### src/rtl/pwm_fade_ctrl_if.sv
// Avalon-MM slave port of the PWM fade controller.
// A write or read is a single-cycle strobe. There is no waitrequest, so every strobe is
// accepted on the clk edge where it is high. readdata is valid on the clk after a read
// and holds its value between reads.
interface pwm_fade_ctrl_if;
  logic [1:0]  address;
  logic        write;
  logic [31:0] writedata;
  logic        read;
  logic [31:0] readdata;

  modport master (output address, output write, output writedata, output read, input readdata);
  modport slave  (input address, input write, input writedata, input read, output readdata);
endinterface

### src/rtl/pwm_fade_ctrl.sv
// Duty-ramp sequencer in front of one PWM_core. It mirrors the core's frame counter and
// updates the core's period and pulse width only on frame ticks.
module pwm_fade_ctrl (
  input  logic                  clk,
  input  logic                  reset,
  pwm_fade_ctrl_if.slave        bus,
  output logic [8:0]            period_out,
  output logic [7:0]            pulse_width_out,
  output logic [3:0]            byteenable_out,
  output logic                  busy,
  output logic                  irq,
  output logic [1:0]            fsm_state
);

  localparam logic [1:0] ST_IDLE = 2'd0;
  localparam logic [1:0] ST_WAIT = 2'd1;
  localparam logic [1:0] ST_STEP = 2'd2;

  logic [1:0]  state;
  logic        loop_en;
  logic        irq_en;
  logic [8:0]  period_reg;
  logic [7:0]  target;
  logic [7:0]  step_reg;
  logic [15:0] dwell_reg;
  logic [7:0]  duty;
  logic        done;
  logic [7:0]  dest;
  logic        dest_zero;
  logic [15:0] dwell_cnt;
  logic [7:0]  frame_cnt;
  logic [31:0] readdata_q;

  logic        wr_ctrl;
  logic        start_p;
  logic        abort_p;
  logic        clr_done;
  logic        step_fire;
  logic        set_done;
  logic [7:0]  eff_period;
  logic        frame_tick;
  logic [8:0]  step_s;
  logic [8:0]  up_sum;
  logic [8:0]  down_diff;
  logic [7:0]  new_duty;
  logic [15:0] dwell_load;

  assign wr_ctrl  = bus.write && (bus.address == 2'd0);
  assign abort_p  = wr_ctrl && bus.writedata[2];
  assign start_p  = wr_ctrl && bus.writedata[0] && !bus.writedata[2];
  assign clr_done = bus.write && (bus.address == 2'd3) && bus.writedata[9];

  assign busy      = (state != ST_IDLE);
  assign irq       = done & irq_en;
  assign fsm_state = state;

  // The core counter is only 8 bits wide, so the programmed period is clamped to 1..255.
  always_comb begin
    if (period_reg == 9'd0)
      eff_period = 8'd1;
    else if (period_reg > 9'd255)
      eff_period = 8'd255;
    else
      eff_period = period_reg[7:0];
  end

  assign frame_tick = (frame_cnt == eff_period);

  assign step_s     = (step_reg == 8'd0) ? 9'd1 : {1'b0, step_reg};
  assign up_sum     = {1'b0, duty} + step_s;
  assign down_diff  = {1'b0, duty} - step_s;
  assign dwell_load = (dwell_reg == 16'd0) ? 16'd1 : dwell_reg;

  // The next duty value saturates at dest in either direction and never wraps.
  always_comb begin
    new_duty = duty;
    if (duty < dest) begin
      if (up_sum >= {1'b0, dest})
        new_duty = dest;
      else
        new_duty = up_sum[7:0];
    end else if (duty > dest) begin
      if (step_s >= ({1'b0, duty} - {1'b0, dest}))
        new_duty = dest;
      else
        new_duty = down_diff[7:0];
    end
  end

  assign step_fire = (state == ST_STEP) && !abort_p && !start_p;
  assign set_done  = step_fire && (new_duty == dest) && !loop_en;

  // Register file
  always_ff @(posedge clk or negedge reset) begin
    if (!reset) begin
      loop_en    <= 1'b0;
      irq_en     <= 1'b0;
      period_reg <= 9'd255;
      target     <= 8'd0;
      step_reg   <= 8'd0;
      dwell_reg  <= 16'd0;
    end else if (bus.write) begin
      case (bus.address)
        2'd0: begin
          loop_en <= bus.writedata[1];
          irq_en  <= bus.writedata[3];
        end
        2'd1: period_reg <= bus.writedata[8:0];
        2'd2: begin
          target    <= bus.writedata[7:0];
          step_reg  <= bus.writedata[15:8];
          dwell_reg <= bus.writedata[31:16];
        end
        default: ;
      endcase
    end
  end

  always_ff @(posedge clk or negedge reset) begin
    if (!reset) begin
      readdata_q <= 32'd0;
    end else if (bus.read) begin
      case (bus.address)
        2'd0:    readdata_q <= {28'd0, irq_en, 1'b0, loop_en, 1'b0};
        2'd1:    readdata_q <= {23'd0, period_reg};
        2'd2:    readdata_q <= {dwell_reg, step_reg, target};
        default: readdata_q <= {22'd0, done, busy, duty};
      endcase
    end
  end

  assign bus.readdata = readdata_q;

  // Sequencer; abort beats start, and both beat whatever the FSM would do this clk.
  always_ff @(posedge clk or negedge reset) begin
    if (!reset) begin
      state     <= ST_IDLE;
      duty      <= 8'd0;
      dest      <= 8'd0;
      dest_zero <= 1'b0;
      dwell_cnt <= 16'd0;
    end else if (abort_p) begin
      state <= ST_IDLE;
    end else if (start_p) begin
      state     <= ST_WAIT;
      dwell_cnt <= dwell_load;
      dest      <= target;
      dest_zero <= 1'b0;
    end else begin
      case (state)
        ST_WAIT: begin
          if (frame_tick) begin
            dwell_cnt <= dwell_cnt - 16'd1;
            if (dwell_cnt <= 16'd1)
              state <= ST_STEP;
          end
        end
        ST_STEP: begin
          duty <= new_duty;
          if (new_duty != dest) begin
            state     <= ST_WAIT;
            dwell_cnt <= dwell_load;
          end else if (loop_en) begin
            dest      <= dest_zero ? target : 8'd0;
            dest_zero <= !dest_zero;
            state     <= ST_WAIT;
            dwell_cnt <= dwell_load;
          end else begin
            state <= ST_IDLE;
          end
        end
        ST_IDLE: ;
        default: state <= ST_IDLE;
      endcase
    end
  end

  always_ff @(posedge clk or negedge reset) begin
    if (!reset)
      done <= 1'b0;
    else if (set_done)
      done <= 1'b1;
    else if (clr_done)
      done <= 1'b0;
  end

  // Frame mirror and shadow outputs: the core only ever sees whole frames.
  always_ff @(posedge clk or negedge reset) begin
    if (!reset) begin
      frame_cnt       <= 8'd1;
      period_out      <= 9'd0;
      pulse_width_out <= 8'd0;
      byteenable_out  <= 4'b0000;
    end else begin
      byteenable_out <= 4'b0001;
      if (frame_tick) begin
        frame_cnt       <= 8'd1;
        period_out      <= {1'b0, eff_period};
        pulse_width_out <= duty;
      end else begin
        frame_cnt <= frame_cnt + 8'd1;
      end
    end
  end

endmodule

### src/flat_wrapper.sv
// flat-port wrapper written by rule: the top's interface ports become plain ports
module pwm_fade_ctrl_flat 
  (clk, reset, period_out, pulse_width_out, byteenable_out, busy, irq, fsm_state, bus_address, bus_write, bus_writedata, bus_read, bus_readdata);
  pwm_fade_ctrl_if bus_i ();
  input  logic clk;
  input  logic reset;
  output logic [8:0] period_out;
  output logic [7:0] pulse_width_out;
  output logic [3:0] byteenable_out;
  output logic busy;
  output logic irq;
  output logic [1:0] fsm_state;
  input wire logic [$bits(bus_i.address)-1:0] bus_address;
  input wire logic [$bits(bus_i.write)-1:0] bus_write;
  input wire logic [$bits(bus_i.writedata)-1:0] bus_writedata;
  input wire logic [$bits(bus_i.read)-1:0] bus_read;
  output wire logic [$bits(bus_i.readdata)-1:0] bus_readdata;
  assign bus_i.address = bus_address;
  assign bus_i.write = bus_write;
  assign bus_i.writedata = bus_writedata;
  assign bus_i.read = bus_read;
  assign bus_readdata = bus_i.readdata;
  pwm_fade_ctrl u_core (.clk(clk), .reset(reset), .bus(bus_i), .period_out(period_out), .pulse_width_out(pulse_width_out), .byteenable_out(byteenable_out), .busy(busy), .irq(irq), .fsm_state(fsm_state));
endmodule
### config.mk
export PLATFORM = sky130hd
export DESIGN_NAME = pwm_fade_ctrl_flat
export DESIGN_NICKNAME = d
export VERILOG_FILES = /design/src/rtl/pwm_fade_ctrl_if.sv /design/src/rtl/pwm_fade_ctrl.sv /design/src/flat_wrapper.sv
export SDC_FILE = /design/constraint.sdc
export NUM_CORES = 1
export LEC_CHECK = 0
export CORE_UTILIZATION = 52
export DETAILED_ROUTE_END_ITERATION = 12
export GPL_TIMING_DRIVEN = 0
export PLACE_DENSITY = 0.77
export SYNTH_ARGS = -nofsm -noshare
export SYNTH_HDL_FRONTEND = slang
export SYNTH_SLANG_ARGS = --single-unit
### constraint.sdc
create_clock -name clk -period 5 [get_ports clk]
set_input_delay 0.75 -clock clk [delete_from_list [all_inputs] [get_ports clk]]
set_output_delay 0.75 -clock clk [all_outputs]
set_load 0.05 [all_outputs]
* Word-level counts from Yosys, hierarchy flattened
Cells that the tools add are included.
** Operators by class
- $add $sub $neg :: 5
- Multipliers :: 0
- Divide/modulo/power cells :: 0
- $lt $le $gt $ge :: 6
- Eq/ne operators :: 14
- Shifts and indexed selects :: 0
- Muxes and demuxes :: 33
- Bitwise operators :: 3
- Reduce and logical (&&, ||, !) cells :: 32
** Operators with widths (count)
- 8-bit two-way mux :: 13
- 32-bit case mux with 3 select lines :: 1
- 16-bit two-way mux :: 5
- 16-bit case mux with 2 select lines :: 1
- 8-bit equality test :: 2
- 16-bit by 1-bit <= comparator with 1-bit output (second input constant) :: 1
- 16-bit zero test :: 1
- 16-bit by 1-bit subtractor with 16-bit output (second input constant) :: 1
- 1-bit logical AND :: 10
- 2-bit two-way mux :: 5
- 8-bit by 9-bit adder with 9-bit output :: 1
- 9-bit by 8-bit >= comparator with 1-bit output :: 1
- 9-bit >= comparator :: 1
- 9-bit by 8-bit > comparator with 1-bit output (second input constant) :: 1
- 9-bit zero test :: 1
- 8-bit by 8-bit subtractor with 9-bit output :: 1
- 8-bit by 1-bit adder with 8-bit output (second input constant) :: 1
- 8-bit > comparator :: 1
- 8-bit zero test :: 1
- 8-bit less-than comparator :: 1
- 4-bit by 1-bit inequality test with 1-bit output (second input constant) :: 2
- 8-bit inequality test :: 1
- 4-bit AND reduction :: 2
- 2-bit nonzero test :: 4
- other kinds (15) :: 34
** Word-level totals
- Flip-flop bits (word level) :: 136
- Bits in latches :: 0
- RAM bits :: 0
- Bits in read-only memories :: 0
- Bits of input ports :: 38
- Logic and storage cells :: 110
- Memories kept :: 0

* Longest topological paths before layout
Gate-level depths: netlist of the first run.
- Depth after elaboration :: 11
- Depth in mapped cells :: 21
- Depth with buffers taken out :: 18

* Least setup slack after synthesis of the first run
OpenSTA, ideal clock, no wires.
- Kind :: reg-to-reg
- Start :: reg u_core.step_reg[2]
- End :: reg u_core.dwell_cnt[12]
- Library setup time :: 0.126 ns
- Arrival time :: 4.688 ns
- Required time :: 4.874 ns
- Setup slack :: 0.186 ns
- Cell stages (with the launch flop) :: 19
- Buffers on the path :: 2
- Period minus slack after synthesis :: 4.814 ns
- Cells stage by stage :: dfrtp_1 > nor4_1 > a21o_1 > ha_1 > fa_1 > nor2b_4 > o2111a_1 > a211oi_1 > ha_1 > nand3_1 > or4_1 > and3_1 > buf_6 > and4_4 > or4b_4 > a211oi_2 > a21oi_2 > buf_6 > a221o_1
** Between the ends
- Cells in the longest elaborated chain, start to end :: 10
- Elaborated cells on any way between the ends :: 16
- Those cells by class :: add/sub (2); order compare (2); eq/ne (2); mux (8); reduce/logical (2)
** RTL lines
- start: declaration :: line pwm_fade_ctrl.sv:24 : logic [7:0] step_reg;
- start signal: assignment :: line pwm_fade_ctrl.sv:111 : step_reg <= bus.writedata[15:8];
- 8-bit zero test :: line pwm_fade_ctrl.sv:69 : assign step_s = (step_reg == 8'd0) ? 9'd1 : {1'b0, step_reg};
- 8-bit two-way mux (*) :: line pwm_fade_ctrl.sv:69
- 8-bit by 9-bit adder with 9-bit output (tied with other cells) :: line pwm_fade_ctrl.sv:70 : assign up_sum = {1'b0, duty} + step_s;
- 9-bit by 8-bit >= comparator with 1-bit output / 8-bit two-way mux (equally long branches) :: line pwm_fade_ctrl.sv:78, pwm_fade_ctrl.sv:83
- 8-bit two-way mux, on equally long branches :: line pwm_fade_ctrl.sv:78, pwm_fade_ctrl.sv:82
- 8-bit two-way mux (*) :: line pwm_fade_ctrl.sv:77 : if (duty < dest) begin
- 8-bit inequality test (*) :: line pwm_fade_ctrl.sv:160 : if (new_duty != dest) begin
- 16-bit two-way mux :: line pwm_fade_ctrl.sv:160
- 16-bit case mux with 2 select lines :: line pwm_fade_ctrl.sv:150 : case (state)
- 16-bit two-way mux :: line pwm_fade_ctrl.sv:144 : end else if (start_p) begin
- end signal: assignment :: line pwm_fade_ctrl.sv:146 : dwell_cnt <= dwell_load;
- end signal: assignment :: line pwm_fade_ctrl.sv:153 : dwell_cnt <= dwell_cnt - 16'd1;
- end signal: assignment :: line pwm_fade_ctrl.sv:162 : dwell_cnt <= dwell_load;
- end: declaration :: line pwm_fade_ctrl.sv:30 : logic [15:0] dwell_cnt;
Every way passes the cells marked *; elsewhere a longest branch is shown, timed or not.
A chain may end at the register's enable or synchronous reset.

* Worst setup path in the final report of the first run
- Start :: reg u_core.step_reg[6]
- End :: reg u_core.dest[2]
** Between the ends
- Cells in the longest elaborated chain, start to end :: 9
- Elaborated cells on any way between the ends :: 13
- Those cells by class :: add/sub (2); order compare (2); eq/ne (2); mux (5); reduce/logical (2)
** RTL lines
- 8-bit zero test :: line pwm_fade_ctrl.sv:69
- 8-bit two-way mux (*) :: line pwm_fade_ctrl.sv:69
- 8-bit by 9-bit adder with 9-bit output (tied with other cells) :: line pwm_fade_ctrl.sv:70
- 9-bit by 8-bit >= comparator with 1-bit output / 8-bit two-way mux (equally long branches) :: line pwm_fade_ctrl.sv:78, pwm_fade_ctrl.sv:83
- 8-bit two-way mux, on equally long branches :: line pwm_fade_ctrl.sv:78, pwm_fade_ctrl.sv:82
- 8-bit two-way mux (*) :: line pwm_fade_ctrl.sv:77
- 8-bit inequality test (*) :: line pwm_fade_ctrl.sv:160
- 2-bit by 1-bit inequality test with 1-bit output (no source line) (*)
- 4-bit AND reduction (no source line) (*)
- end signal: assignment :: line pwm_fade_ctrl.sv:147 : dest <= target;
- end signal: assignment :: line pwm_fade_ctrl.sv:164 : dest <= dest_zero ? target : 8'd0;
- end: declaration :: line pwm_fade_ctrl.sv:28 : logic [7:0] dest;
Marks and branches as above.

==> qor.csv, run 1 <==
metric,value,unit
diodes,0,
yosys.area.top_type_share,36.3,%
synthArstFlopShare,100,%
cp.arrival,5.17,ns
start_kind,flop,
hold_viol,0,
instances_no_fill,1300,
synth_area_leader_cell,dfrtp_1,
dr.first_iter.drc_count,552,
port_buffers,90,
crit_slowest_cell,or4_4,
clkSlewWorstSetupHoldPaths,0.06,ns
die_area,17400,µm²
place_inst,1253,
cap_violations,0,
ys.flop_type,dfrtp_1,
p_leak,4.59,nW
crit_type,reg2reg,
first_pass_iters,5,
place_congestion,0.961,
cp.required,5.33,ns
start_util,53.0,%
r2r-start,u_core.step_reg[6],
synth_cell_types,86,
fin_hold_ws,0.289,ns
peakVddDrop,0.424,mV
core_area,16500,µm²
cts_buffers,17,
status,finished clean,
maxSlewHeadroom,36.2,%
place_hpwl,17.6,mm
root_buffer,clkbuf_16,
cp_max_fo,8,
area_growth,24.6,%
clock_latency,0.43,ns
n_fill_cell,1332,
fp-row-count,47,
grt_usage,29.1,%
cts_tree,built,
drive_gt1_share,18.2,%
synth_edf_count,0,
synth_seq_area_share,39.0,%
cts.sinks,136,
vias,7781,
globalRouteOverflowTotal,0,
period_minus_slack,4.84,ns
clock_skew,0.0108,ns
hold_class,in2async,
clock_tree.htree_level_count,4,
max_freq,207,MHz
io_pins,95,
syn-cell-area,8750,µm²
nNetsFinal,1155,
largest_register_ffs,32,
die_h,132,µm
power.density,770,nW/µm²
routed_wl,24.7,mm
cpMostUsedCell,buf_6,
register_area,3430,µm²
grt_pass1_wl,39.9,mm
cts_hold_buffers,0,
reg2regPathDepth,19,
finalCritPeriodShare,96.7,%
drtAntennaViolNets,0,
ys_warn_count,0,
ys_ff_latch,136,
syn_avg_cell_area,9.32,µm²
multi_input_area,4980,µm²
startpoint,u_core.step_reg[6],
yosys-top-cells-count,"127 x dfrtp_1, 76 x inv_1, 76 x nand2_1",
cpPeakStageDelay,0.54,ns
wl_per_cell,19.0,µm
grt_pass1_vias,7547,
antenna_found_initial,0,
yosysMostFrequentCell,dfrtp_1,
finalSetupViolations,0,
syn-instance-count,939,
grt_max_degree,81,
cts_buffer_depth,2,
synthTopCellsByArea,"dfrtp_1 36%, mux2_2 7.6%, ha_1 6.7%, inv_1 3.3%, nand2_1 3.3%",
die_x,132,µm
drc,0,
vias_per_cell,5.99,
worstMarginPinSlew,0.946,ns
final-max-slew-violation-count,0,
cp-end-kind,flop,
path_cells,nor4_4 -> a21o_1 -> ha_4 -> fa_2 -> nor2b_4 -> o21ai_1 -> xnor2_2 -> ha_1 -> nand2_1 -> or4_4 -> and3_1 -> buf_6 -> and4_4 -> or4b_4 -> and2_4 -> buf_6 -> or3_1 -> buf_6 -> o221ai_1,
critical path: cells and delay by family (launching register included):
| kind | cells | cell delay (ns) |
|---|---|---|
| buffers and inverters | 3 | 0.42 |
| adders and majority gates | 3 | 0.71 |
| xor gates and xnor gates | 1 | 0.20 |
| AOI/OAI and AO/OA | 3 | 0.55 |
| DFF | 1 | 0.44 |
| and+or+nand+nor | 9 | 2.43 |
worst paths after layout:
| path | slack, ns | endpoint |
|---|---|---|
| max | 0.16 | u_core.dest[2] |
| max in group asynchronous | 3.91 | u_core.period_reg[7] |
| max reg2reg | 0.16 | u_core.dest[2] |
| min reg2reg | 0.50 | u_core.frame_cnt[0] |
| min | 0.29 | u_core.bus.readdata[15] |
| min in group clk | 0.50 | u_core.frame_cnt[0] |
kinds of logic after synthesis:
group,synth area share [%]
adder cells (fa/ha/maj),7.41
XOR/XNOR,3.00
multiplexers,8.68
AO/OA/AOI/OAI,19.9
AND/OR/NAND/NOR,15.5
buffers and inverters,6.42
flip-flops,39.0
other,0.0858
routing by layer:
layer	vias to the layer above	GRT usage, %	wire length (µm)
met5	-	0	0
met2	280	45.0	11300
met4	0	10.5	656
met1	3812	40.7	11200
met3	60	5.48	1540
li1	3629	-	-
power by group:
group          leakage [nW]  total (mW)  internal (mW)  switching [mW]
logic                  2.67        5.27           2.20            3.06
registers              1.64        1.84           1.42           0.428
clock network         0.284        1.29          0.761           0.529
placed cells by master, fill, tap and decap left out, types with 6 or more instances in the layout:
master	n
dfrtp_1	118
clkdlybuf4s50_1	89
inv_1	75
nand2_1	75
nor2_1	73
mux2_2	59
o21ai_0	50
a21oi_1	45
ha_1	43
clkbuf_1	32
nor3_1	23
buf_4	20
xnor2_1	19
nand3_1	19
a22oi_1	19
clkbuf_16	17
nand2b_1	14
a211oi_1	14
xor2_1	10
nor4_1	10
o211ai_1	10
buf_6	9
o221ai_1	9
dfrtp_2	9
dfstp_2	9
and2_1	8
a21o_1	6
nor2b_1	6
nand4_1	6
o22a_1	6
and3_1	6
buf_1	6
or3_1	6
a31oi_1	6
o22ai_1	6
per-stage QoR:
step	utilization (%)	cell area [µm²]	setup slack (ns)	total power, mW	setup TNS, ns
4_1_cts	64.6	10700	-0.000457	8.00	-0.000741
5_1_grt	66.0	10900	-0.0311	8.97	-0.111
2_1_floorplan	-	8760	0.186	5.32	0
6_report	66.0	10900	0.163	8.40	0
3_5_place_dp	60.3	9970	-0.715	6.57	-13.34
3_3_place_gp	60.1	9940	-2.19	6.47	-292.62
layout make-up:
type | count | area share [%]
buffer | 55 | 2.71
clock buffer | 18 | 4.03
sequential | 136 | 31.4
inverter | 76 | 2.62
timing repair buffer | 106 | 9.56
clock inverter | 14 | 1.48
multi-input combinational | 675 | 45.7
tap | 220 | 2.52
repair_timing:
item                                    4_1_cts  5_1_grt
pin swaps                                     4       10
endpoints found under the setup margin       27       26
buffers inserted                              5       10
resized for setup                            25       36
(Power assumes the default switching activity.)
==> run 2: changes to the inputs <==
--- a/config.mk
+++ b/config.mk
@@ -9,6 +9,7 @@
 export DETAILED_ROUTE_END_ITERATION = 12
 export GPL_TIMING_DRIVEN = 0
 export PLACE_DENSITY = 0.77
+export SKIP_CTS_REPAIR_TIMING = 1
 export SYNTH_ARGS = -nofsm -noshare
 export SYNTH_HDL_FRONTEND = slang
 export SYNTH_SLANG_ARGS = --single-unit
==> constraint.sdc (replaced) <==
create_clock -name clk -period 4.2 [get_ports clk]
set_input_delay 0.63 -clock clk [delete_from_list [all_inputs] [get_ports clk]]
set_output_delay 0.63 -clock clk [all_outputs]
set_load 0.05 [all_outputs]
==> run 2 against run 1 <==
Compared with the run above:
- total power grew 27%
- sequential power increased by 18%
- first-iteration DRC count rose by 9.6%
- critical path type unchanged
- maximum frequency is 3.3% higher
- critical path depth shrank 1
- die area did not move
- the run now ends with negative setup slack left
- largest cell class unchanged
- largest power group unchanged
- count of clock-buffer cells in the layout did not move
==> qor.csv, run 2 (synthesis results as in run 1) <==
metric,value,unit,change
status,finished with violations,,
violations,negative setup slack,,
nNetsFinal,1167,,+1.0%
cp.arrival,4.99,ns,-0.18 ns
area_growth,27.9,%,
cts_buffer_depth,2,,unchanged
routed_wl,24.5,mm,-1.1%
cp-end-kind,flop,,
power.density,950,nW/µm²,+23%
cts_buffers,17,,unchanged
crit_type,reg2reg,,
grt_pass1_wl,38.1,mm,-4.4%
drtAntennaViolNets,0,,unchanged
layout_commonest_cell,dfrtp_1,,
layout_setup_ws,-0.484,ns,-0.646 ns
final-max-slew-violation-count,0,,unchanged
clock_latency,0.43,ns,about the same
die_area,17400,µm²,unchanged
place_hpwl,17.4,mm,-0.62%
io_pins,95,,unchanged
clock_skew,0.0171,ns,+0.00627 ns
drive_gt1_share,21.2,%,+2.9 points
die_x,132,µm,unchanged
clock_tree.htree_level_count,4,,unchanged
maxSlewHeadroom,24.9,%,-11 points
wl_per_cell,18.7,µm,-2.0%
place_inst,1253,,unchanged
max_freq,214,MHz,+3.3%
start_kind,flop,,
place_area,10000,µm²,+0.68%
place_congestion,0.934,,-2.8%
port_buffers,90,,unchanged
peakVddDrop,0.471,mV,+11%
antenna_found_initial,0,,unchanged
cts.sinks,136,,unchanged
hold_viol,0,,unchanged
start_util,53.0,%,unchanged
root_buffer,clkbuf_16,,
grt_max_degree,72,,-11%
finalSetupViolations,27,,+27
diodes,0,,unchanged
grt_usage,28.1,%,-1.0 points
p_leak,4.69,nW,+2.2%
vias_per_cell,5.97,,-0.19%
cp.required,4.51,ns,-0.82 ns
n_fill_cell,1265,,-5.0%
worstMarginPinSlew,1.11,ns,+0.169 ns
hold_class,in2async,,
cp_max_fo,10,,+2
vias,7838,,+0.73%
rsz0062_at_grt,yes,,
cts_tree,built,,
die_h,132,µm,unchanged
finalCritPeriodShare,112,%,+15 points
dr.first_iter.drc_count,605,,+9.6%
drc,0,,unchanged
globalRouteOverflowTotal,0,,unchanged
first_pass_iters,5,,unchanged
core_area,16500,µm²,unchanged
grt_pass1_vias,7231,,-4.2%
cap_violations,0,,unchanged
period_minus_slack,4.68,ns,-0.154 ns
clkSlewWorstSetupHoldPaths,0.06,ns,about the same
power,10.6,mW,+27%
fin_hold_ws,0.205,ns,-0.0844 ns
design_area,11200,µm²,+2.6%
fp-row-count,47,,unchanged
largest_register_ffs,32,,unchanged
instances_no_fill,1312,,+0.92%
final_cell_mix,"116 x dfrtp_1, 89 x clkdlybuf4s50_1, 75 x inv_1, 75 x nand2_1, 72 x nor2_1",,
-- run 2: critical path, cell delays in order, from the launching register on --
cell and delay (ns):
dfrtp_2 0.44, nor4_4 0.27, a21o_1 0.24, ha_4 0.18
fa_2 0.22, nor2b_4 0.18, o211ai_2 0.12, a211oi_4 0.32
ha_4 0.17, nand3_2 0.07, or4_4 0.55, nand3_1 0.15
buf_6 0.17, a211oi_1 0.06, or4b_4 0.54, a211oi_4 0.31
a21oi_2 0.12, buf_6 0.15, a221o_1 0.30
-- run 2: area by class of cell --
cell class | count | area (µm²) | share of cell area (%)
Buffer | 52 | 265 | 2.37
Clock buffer | 18 | 439 | 3.93
Clock inverter | 14 | 185 | 1.66
Inverter | 76 | 285 | 2.55
Multi-Input combinational cell | 675 | 5150 | 46.0
Sequential cell | 136 | 3430 | 30.6
Tap cell | 220 | 275 | 2.46
Timing Repair Buffer | 121 | 1160 | 10.4
-- run 2: layer usage --
layer  vias up  routed length, µm  GRT usage [%]
met4         0                498           9.30
met1      3852              11000           39.0
met3        42               1560           6.25
li1       3658                  -              -
met2       286              11400           43.5
met5         -                  0              0
-- run 2: power by group --
part / switching [mW] / internal [mW] / leakage [nW] / total [mW]
registers: 0.488 / 1.69 / 1.63 / 2.18
logic: 3.91 / 2.96 / 2.76 / 6.87
clock network: 0.614 / 0.964 / 0.296 / 1.58
-- run 2: metrics by stage --
| step | worst slack (ns) | TNS (ns) | utilization [%] |
|---|---|---|---|
| 2_1_floorplan | -0.261 | -4.06 | - |
| 3_3_place_gp | -2.97 | -406.28 | 60.6 |
| 3_5_place_dp | -0.914 | -20.88 | 60.7 |
| 4_1_cts | -0.940 | -21.48 | 64.5 |
| 5_1_grt | -0.637 | -14.98 | 67.7 |
| 6_report | -0.484 | -10.12 | 67.7 |
-- run 2: final timing paths --
kind	to	startpoint	slack (ns)	cells after the start
max in group asynchronous	u_core.frame_cnt[0]	reset	3.18	2
min in group clk	u_core.frame_cnt[0]	u_core.frame_cnt[0]	0.51	1
setup / recovery	u_core.dwell_cnt[12]	u_core.step_reg[2]	-0.48	18
hold / removal	u_core.bus.readdata[17]	reset	0.20	1
setup reg to reg	u_core.dwell_cnt[12]	u_core.step_reg[2]	-0.48	18
hold reg to reg	u_core.frame_cnt[0]	u_core.frame_cnt[0]	0.51	1
==> run 3: changes to the inputs <==
--- a/config.mk
+++ b/config.mk
@@ -5,6 +5,8 @@
 export SDC_FILE = /design/constraint.sdc
 export NUM_CORES = 1
 export LEC_CHECK = 0
+export ABC_CLOCK_PERIOD_IN_PS = 4200
+export CAP_MARGIN = 10
 export CORE_UTILIZATION = 52
 export DETAILED_ROUTE_END_ITERATION = 12
 export GPL_TIMING_DRIVEN = 0
==> results of run 3 <==
No change in the layout: final DEF, timing and power equal those of run 2.
